===== src/rtl/arb_types_pkg.sv =====
// Shared types and default geometry for the cache-line memory arbiter.
package arb_types_pkg;

  typedef enum logic [2:0] {IDLE, I_RD, D_RD, D_WR, DONE} arb_state_t;

  typedef enum logic {GNT_I, GNT_D} grant_t;

  localparam int DEF_LINE_W  = 256;
  localparam int DEF_BEAT_W  = 64;
  localparam int BEATS       = DEF_LINE_W / DEF_BEAT_W;
  localparam int OFFSET_BITS = $clog2(DEF_LINE_W / 8);

endpackage


===== src/rtl/line_burst_adapter.sv =====
// Beat counter plus a shared line buffer that assembles read beats into a line
// and slices a captured write-back line into beats.
module line_burst_adapter
  import arb_types_pkg::*;
#(
  parameter  int LINE_W  = DEF_LINE_W,
  parameter  int BEAT_W  = DEF_BEAT_W,
  localparam int N_BEATS = LINE_W / BEAT_W,
  localparam int CNT_W   = $clog2(N_BEATS)
) (
  input  logic              clk,
  input  logic              reset,
  input  logic              load,
  input  logic [LINE_W-1:0] load_line,
  input  logic              rd_active,
  input  logic              wr_active,
  input  logic              mem_resp,
  input  logic [BEAT_W-1:0] mem_rdata,
  output logic              last_beat,
  output logic [LINE_W-1:0] line,
  output logic [BEAT_W-1:0] wr_beat
);

  logic [CNT_W-1:0] beat;
  logic             beat_fire;

  assign beat_fire = (rd_active | wr_active) & mem_resp;
  assign last_beat = (beat == CNT_W'(N_BEATS - 1));
  assign wr_beat   = line[int'(beat) * BEAT_W +: BEAT_W];

  // The counter wraps to zero on the final beat so the next burst starts clean.
  always_ff @(posedge clk or negedge reset) begin
    if (!reset) begin
      beat <= '0;
      line <= '0;
    end else begin
      if (load) begin
        line <= load_line;
      end else if (rd_active && mem_resp) begin
        line[int'(beat) * BEAT_W +: BEAT_W] <= mem_rdata;
      end
      if (beat_fire) begin
        beat <= last_beat ? '0 : beat + 1'b1;
      end
    end
  end

endmodule


===== src/rtl/cacheline_mem_arbiter.sv =====
// Arbitrates I-cache and D-cache line requests onto one burst memory port.
// Define ARB_ROUND_ROBIN_EN to alternate grants on collisions; default is fixed D-cache priority.
module cacheline_mem_arbiter
  import arb_types_pkg::*;
#(
  parameter int ADDR_W = 32,
  parameter int LINE_W = DEF_LINE_W,
  parameter int BEAT_W = DEF_BEAT_W
) (
  input  logic              clk,
  input  logic              reset,
  input  logic              i_read,
  input  logic [ADDR_W-1:0] i_addr,
  output logic [LINE_W-1:0] i_rdata,
  output logic              i_resp,
  input  logic              d_read,
  input  logic              d_write,
  input  logic [ADDR_W-1:0] d_addr,
  input  logic [LINE_W-1:0] d_wdata,
  output logic [LINE_W-1:0] d_rdata,
  output logic              d_resp,
  output logic              mem_read,
  output logic              mem_write,
  output logic [ADDR_W-1:0] mem_addr,
  output logic [BEAT_W-1:0] mem_wdata,
  input  logic [BEAT_W-1:0] mem_rdata,
  input  logic              mem_resp
);

  localparam logic [ADDR_W-1:0] ALIGN_MASK = ~ADDR_W'(LINE_W / 8 - 1);

  arb_state_t        state, state_nxt;
  grant_t            gnt;
  logic              write_op;
  logic [ADDR_W-1:0] addr_q;
  logic [LINE_W-1:0] i_line_q, d_line_q;
  logic              d_req, pick_d, start;
  logic              rd_active, wr_active, last_beat;
  logic [LINE_W-1:0] line;
  logic [BEAT_W-1:0] wr_beat;

  assign d_req = d_read | d_write;
  assign start = (state == IDLE) && (d_req || i_read);

`ifdef ARB_ROUND_ROBIN_EN
  grant_t last_grant;

  always_ff @(posedge clk or negedge reset) begin
    if (!reset) begin
      last_grant <= GNT_I;
    end else if (start) begin
      last_grant <= pick_d ? GNT_D : GNT_I;
    end
  end

  assign pick_d = d_req & (~i_read | (last_grant == GNT_I));
`else
  assign pick_d = d_req;
`endif

  always_ff @(posedge clk or negedge reset) begin
    if (!reset) begin
      state <= IDLE;
    end else begin
      state <= state_nxt;
    end
  end

  // DONE never samples requests, giving the cache a cycle to drop its request.
  always_comb begin
    state_nxt = state;
    case (state)
      IDLE: begin
        if (pick_d) begin
          state_nxt = d_write ? D_WR : D_RD;
        end else if (i_read) begin
          state_nxt = I_RD;
        end
      end
      I_RD, D_RD, D_WR: begin
        if (mem_resp && last_beat) begin
          state_nxt = DONE;
        end
      end
      DONE:    state_nxt = IDLE;
      default: state_nxt = IDLE;
    endcase
  end

  always_ff @(posedge clk or negedge reset) begin
    if (!reset) begin
      gnt      <= GNT_I;
      write_op <= 1'b0;
      addr_q   <= '0;
    end else if (start) begin
      gnt      <= pick_d ? GNT_D : GNT_I;
      write_op <= pick_d & d_write;
      addr_q   <= (pick_d ? d_addr : i_addr) & ALIGN_MASK;
    end
  end

  // Returned lines are held until the same port completes another read.
  always_ff @(posedge clk or negedge reset) begin
    if (!reset) begin
      i_line_q <= '0;
      d_line_q <= '0;
    end else begin
      if (i_resp) begin
        i_line_q <= line;
      end
      if (d_resp && !write_op) begin
        d_line_q <= line;
      end
    end
  end

  line_burst_adapter #(
    .LINE_W(LINE_W),
    .BEAT_W(BEAT_W)
  ) u_adapter (
    .clk      (clk),
    .reset    (reset),
    .load     (start & pick_d & d_write),
    .load_line(d_wdata),
    .rd_active(rd_active),
    .wr_active(wr_active),
    .mem_resp (mem_resp),
    .mem_rdata(mem_rdata),
    .last_beat(last_beat),
    .line     (line),
    .wr_beat  (wr_beat)
  );

  assign rd_active = (state == I_RD) || (state == D_RD);
  assign wr_active = (state == D_WR);

  assign mem_read  = rd_active;
  assign mem_write = wr_active;
  assign mem_addr  = addr_q;
  assign mem_wdata = wr_active ? wr_beat : '0;

  assign i_resp  = (state == DONE) && (gnt == GNT_I);
  assign d_resp  = (state == DONE) && (gnt == GNT_D);
  assign i_rdata = i_resp ? line : i_line_q;
  assign d_rdata = (d_resp && !write_op) ? line : d_line_q;

endmodule

===== config.mk =====
export PLATFORM = sky130hd
export DESIGN_NAME = cacheline_mem_arbiter
export DESIGN_NICKNAME = d
export VERILOG_FILES = /design/src/rtl/arb_types_pkg.sv /design/src/rtl/line_burst_adapter.sv /design/src/rtl/cacheline_mem_arbiter.sv
export SDC_FILE = /design/constraint.sdc
export NUM_CORES = 1
export LEC_CHECK = 0
export CAP_MARGIN = 20
export CORE_AREA = 10 10 380 382
export CTS_CLUSTER_DIAMETER = 100
export DETAILED_ROUTE_END_ITERATION = 8
export DIE_AREA = 0 0 390 392
export GPL_TIMING_DRIVEN = 1
export MAX_ROUTING_LAYER = met4
export PLACE_DENSITY_LB_ADDON = 0.15
export SLEW_MARGIN = 0
export SYNTH_ARGS = -nofsm -noshare
export SYNTH_HDL_FRONTEND = slang
export SYNTH_SLANG_ARGS = --single-unit

===== constraint.sdc =====
create_clock -name clk -period 7.5 [get_ports clk]
set_input_delay 0.75 -clock clk [delete_from_list [all_inputs] [get_ports clk]]
set_output_delay 0.75 -clock clk [all_outputs]
set_load 0.03 [all_outputs]

* After elaboration in Yosys (flattened, before gate mapping)
Index checks and enable logic that the tools add are counted. Widths: inputs -> output; s select.
Storage, ports and cells: input port bits 390, flip-flop bits (word level) 802, output and inout port bits 612
Operators by class: mux-type cells 14, bitwise gates (word level) 7, shifts and indexed selects 3, equality and inequality tests 7, add/sub/neg operators 2, reduce and logical (&&, ||, !) cells 13
Operators with widths (number):
- $mux 256 | 4
- $bwmux 256 | 1
- $shift 64x33->256 const A | 1
- $shiftx 256x9->64 | 1
- $shiftx 64x33->256 | 1
- $mux 64 | 1
- $neg 8->33 | 1
- $mux 32 | 1
- $mux 3 | 3
- $eq 3x2->1 const B | 2
- $logic_and 1x1->1 | 6
- $pmux 3 s2 | 1
- $and 1x1->1 | 4
- $eq 3x1->1 const B | 1
- $eq 3x3->1 const B | 1
- $logic_not 3->1 | 1
- $ne 3x3->1 const B | 1
- $reduce_or 3->1 | 1
- $add 2x1->2 const B | 1
- $eq 2x2->1 const B | 1
- $logic_or 1x1->1 | 2
- $mux 1 | 2
- $mux 2 | 1
- $ne 2x2->1 const B | 1
- other kinds (5) | 6

* Logic depth before layout (Yosys ltp)
depth in word-level cells 6, mapped depth 12, mapped depth without buffers 6

* Modules after synthesis
Synthesis repeated with hierarchy kept, for this count alone.
Second synthesis, totals: cells, all modules 2410, area total of the unflattened synthesis 36145.9 um^2
By module, submodules not included:
- cacheline_mem_arbiter | area an instance 21187.8 um^2, instances 1, seq. area each 13613.1 um^2, cells an instance 1277
- line_burst_adapter | area an instance 14958.1 um^2, instances 1, seq. area each 6456.2 um^2, cells an instance 1133

* Worst setup path before layout
OpenSTA, ideal clock, no wires.
path kind register -> output, from reg state[0], to out d_rdata[145], path buffers 4, arrival 2.094 ns, setup slack 4.656 ns, cell stages (with the launch flop) 9, cells stage by stage dfrtp_1 -> buf_2 -> nor2_1 -> and3_1 -> and2_1 -> buf_2 -> buf_6 -> buf_4 -> mux2_1
Between the ends: word-level cells in the longest chain between the ends 4
Ends and longest elaborated chain:
- from (decl) | line cacheline_mem_arbiter.sv:32 | arb_state_t state, state_nxt;
- from (signal assigned) | line cacheline_mem_arbiter.sv:65 | state <= state_nxt;
- $eq 3x3->1 | line cacheline_mem_arbiter.sv:143 | assign d_resp = (state == DONE) && (gnt == GNT_D);
- $logic_and 1x1->1 | line cacheline_mem_arbiter.sv:143
- net d_resp | line cacheline_mem_arbiter.sv:21 | output logic d_resp,
- $logic_and 1x1->1 | line cacheline_mem_arbiter.sv:145 | assign d_rdata = (d_resp && !write_op) ? line : d_line_q;
- $mux 256 | line cacheline_mem_arbiter.sv:145
- to (decl) | line cacheline_mem_arbiter.sv:20 | output logic [LINE_W-1:0] d_rdata,
The timed path passes the listed nets, and every way through them passes these cells.

* Final worst setup path
from reg state[0], to out d_rdata[31]
Between the ends: word-level cells in the longest chain between the ends 4
Ends and longest elaborated chain (line):
- $eq 3x3->1 | cacheline_mem_arbiter.sv:143
- $logic_and 1x1->1 | cacheline_mem_arbiter.sv:143
- $logic_and 1x1->1 | cacheline_mem_arbiter.sv:145
- $mux 256 | cacheline_mem_arbiter.sv:145
Every way passes these cells.

==> impl_metrics.toml <==
[power_and_ir_drop]
p_comb_share_pct = 45.7
power.internal_uw = 12900
p_sw_uw = 9480
p_seq_share_pct = 31.8
switching_share_pct = 42.4
vdd_drop_max_uv = 241
leakage_uw = 0.0218
clkPwrFrac_pct = 22.5
p_per_area_nw_per_um2 = 450

[timing]
worst_hold_slack_ps = 76.3
setup_viol = 0
rsz0062_at_grt = "no"
final-max-slew-violation-count = 0
fin_worst_skew_ps = 51.4
hold_viol_final = 0
fin_crit_ps = 5160
tns_ps = 0
fin_crit_sh_pct = 68.8
relSlewSlack_pct = 22.7
worst_pin_slew_ps = 1160
max_freq_mhz = 194

[clocking]
clockBufferDepth = 3
cts-root-buf = "clkbuf_16"
cts-resized-gates = 0
clk_pin_slew_ps = 60
clock_sinks = 802
cts_made_buffers = 98
htree_num_levels = 3
cts_tree = "yes"
post_cts.repair.setup_buffers = 0
insertion_delay_ps = 720
cts_hold_buf = 0

[final_layout]
fin_util_pct = 36.3
fin_area_um2 = 49700
ff_latch_area_um2 = 20100
area_growth_pct = 43.0
final_cells = 5394
multi_input_area_um2 = 13500
drive_above_1_share_pct = 12.4
fillers = 13500
nets = 3890

[hold_path]
hold_class = "input port to asynchronous set/reset pin"

[setup_path]
cp_max_fo = 91
crit_path_start_kind = "register"
critical_path_class = "register to output pin"
timing.critical_path.arrival_ps = 4410
cpPeakStageDelay_ps = 730
cp.required_ps = 6750
crit_path_top_delay_cell = "and2_4"
endpoint_kind = "output pin"
cp_cell_sequence = "nor2_1 -> and3_1 -> and2_4 -> buf_12 -> mux2_1 -> clkdlybuf4s50_1"

[detailed_routing]
vias = 26000
viasPerCell = 4.82
detail-route-antenna-nets = 0
post-route-drc-count = 0
wl_per_cell_um = 30.1
dr.pass1.iters = 5
wl_um = 163000
drt_iter0_drc = 1823

[floorplanning]
die-area_um2 = 153000
io_pins = 1002
chipWidth_um = 390
rows = 136
start_util_pct = 25.4
die_y_um = 392
coreArea_um2 = 137000

[logic_synthesis]
synth_area_leader_cell = "dfrtp_1"
yosysSeqAreaShare_pct = 57.8
yosys-top-cells-area = "dfrtp_1, mux2_1, mux2_2"
synth-edff-count = 0
synth.most_common_cell = "dfrtp_1"
ys_warn_count = 0
async_flop_share_pct = 100
avgSynthCellArea_um2 = 13.6
synth_common_cells = "dfrtp_1, mux2_1, nand2_1"
synth_ff_type = "dfrtp_1"
yosysTopAreaCellShare_pct = 57.8
synthCells = 2560
ys_ff_latch = 802
synth_area_um2 = 34700
ys_types = 50

[placed_design]
placed_cell_area_um2 = 46200
gp_congestion = 0.835
portBuffers = 986
place_inst = 5188
hpwlAfterDp_um = 115000

[grt]
grt_max_degree = 159
grt_pass1_wl_um = 224000
overflow = 0
track_usage_pct = 21.0
grt_pass1_vias = 27200
antenna_found_initial = 29

[flow_run]
cap_violations = 0

[outcome]
outcome = "finished clean"
==> cell families (layout without fill, tap and decap cells) <==
logic type	Yosys count	in the layout	share of synthesized area [%]
DFF	802	802	57.8
muxes	670	670	23.7
AOI/OAI and AO/OA	470	470	9.35
and+or+nand+nor	400	400	5.32
buffers and inverters	210	1219	3.54
adders and majority gates	6	6	0.216
other	1	32	0.0108
xor gates and xnor gates	1	1	0.0252
==> cells in the final DEF (no fill, tap or decap), types with 39 or more instances in the layout <==
master,instances
mux2_1,431
a22oi_1,72
buf_4,39
a21oi_1,84
dfrtp_1,799
a22o_1,121
o21ai_1,81
mux4_2,64
clkbuf_16,98
o21ai_0,48
mux2_2,147
nor2_1,109
nand2_1,181
a221oi_1,39
clkdlybuf4s50_1,985
nor2b_1,64
==> critical path, delay by kind of cell, from the launching register on <==
family	cells	cell delay, ps
flip-flops	1	640
multiplexers	1	430
buffers and inverters	2	1120
AND/OR/NAND/NOR	3	1220
==> path summary, 6_finish.rpt <==
kind                                    from                  end  slack [ps]  cells after the start
max                                 state[0]          d_rdata[31]        2340                      6
min                                    reset        i_line_q[187]          80                      1
max reg2reg                u_adapter.beat[1]  u_adapter.line[124]        3810                      7
min reg2reg                    d_line_q[200]        d_line_q[200]         480                      1
max in group asynchronous              reset        d_line_q[236]        5620                      3
min in group clk               d_line_q[200]        d_line_q[200]         480                      1
==> registers in the layout (all words and copies together), names as in the netlist <==
name and cells:
d_line_q 256, i_line_q 256, write_op 1, gnt 1, u_adapter.beat 2, u_adapter.line 256, state 3, mem_addr 27
==> metrics by stage <==
step                      power [uW]  setup slack (ps)
final                          22300              2340
after global routing           23400              2060
after CTS                      22600              2230
after detailed placement       17500              3040
after global placement         17500              3020
after floorplan                12500              4660
==> metal layers <==
layer / vias to the layer above / GRT usage, % / share of wire, %
met5: - / - / 0
met4: 0 / 6.32 / 2.9
met3: 191 / 5.63 / 6.8
met2: 909 / 34.7 / 49
met1: 13600 / 25.1 / 41
li1: 11300 / - / -
==> power groups by stage <==
stage	Sequential [uW]	Clock, uW	Combinational [uW]
floorplan	6610	0	5860
global placement	7160	0	10300
detailed placement	7200	0	10300
CTS	7130	5160	10400
global route	7320	5340	10800
finish	7100	5030	10200
==> area by class of cell <==
cell class	instances	area share (%)
clock buffers	136	5.63
flip-flops and latches	802	40.4
clock inverters	43	1.25
well taps	1794	4.52
multi-input cells	1552	27.2
repair buffers	1033	20.8
diodes	27	0.136
inverters	7	0.0529
(Power assumes the default switching activity.)
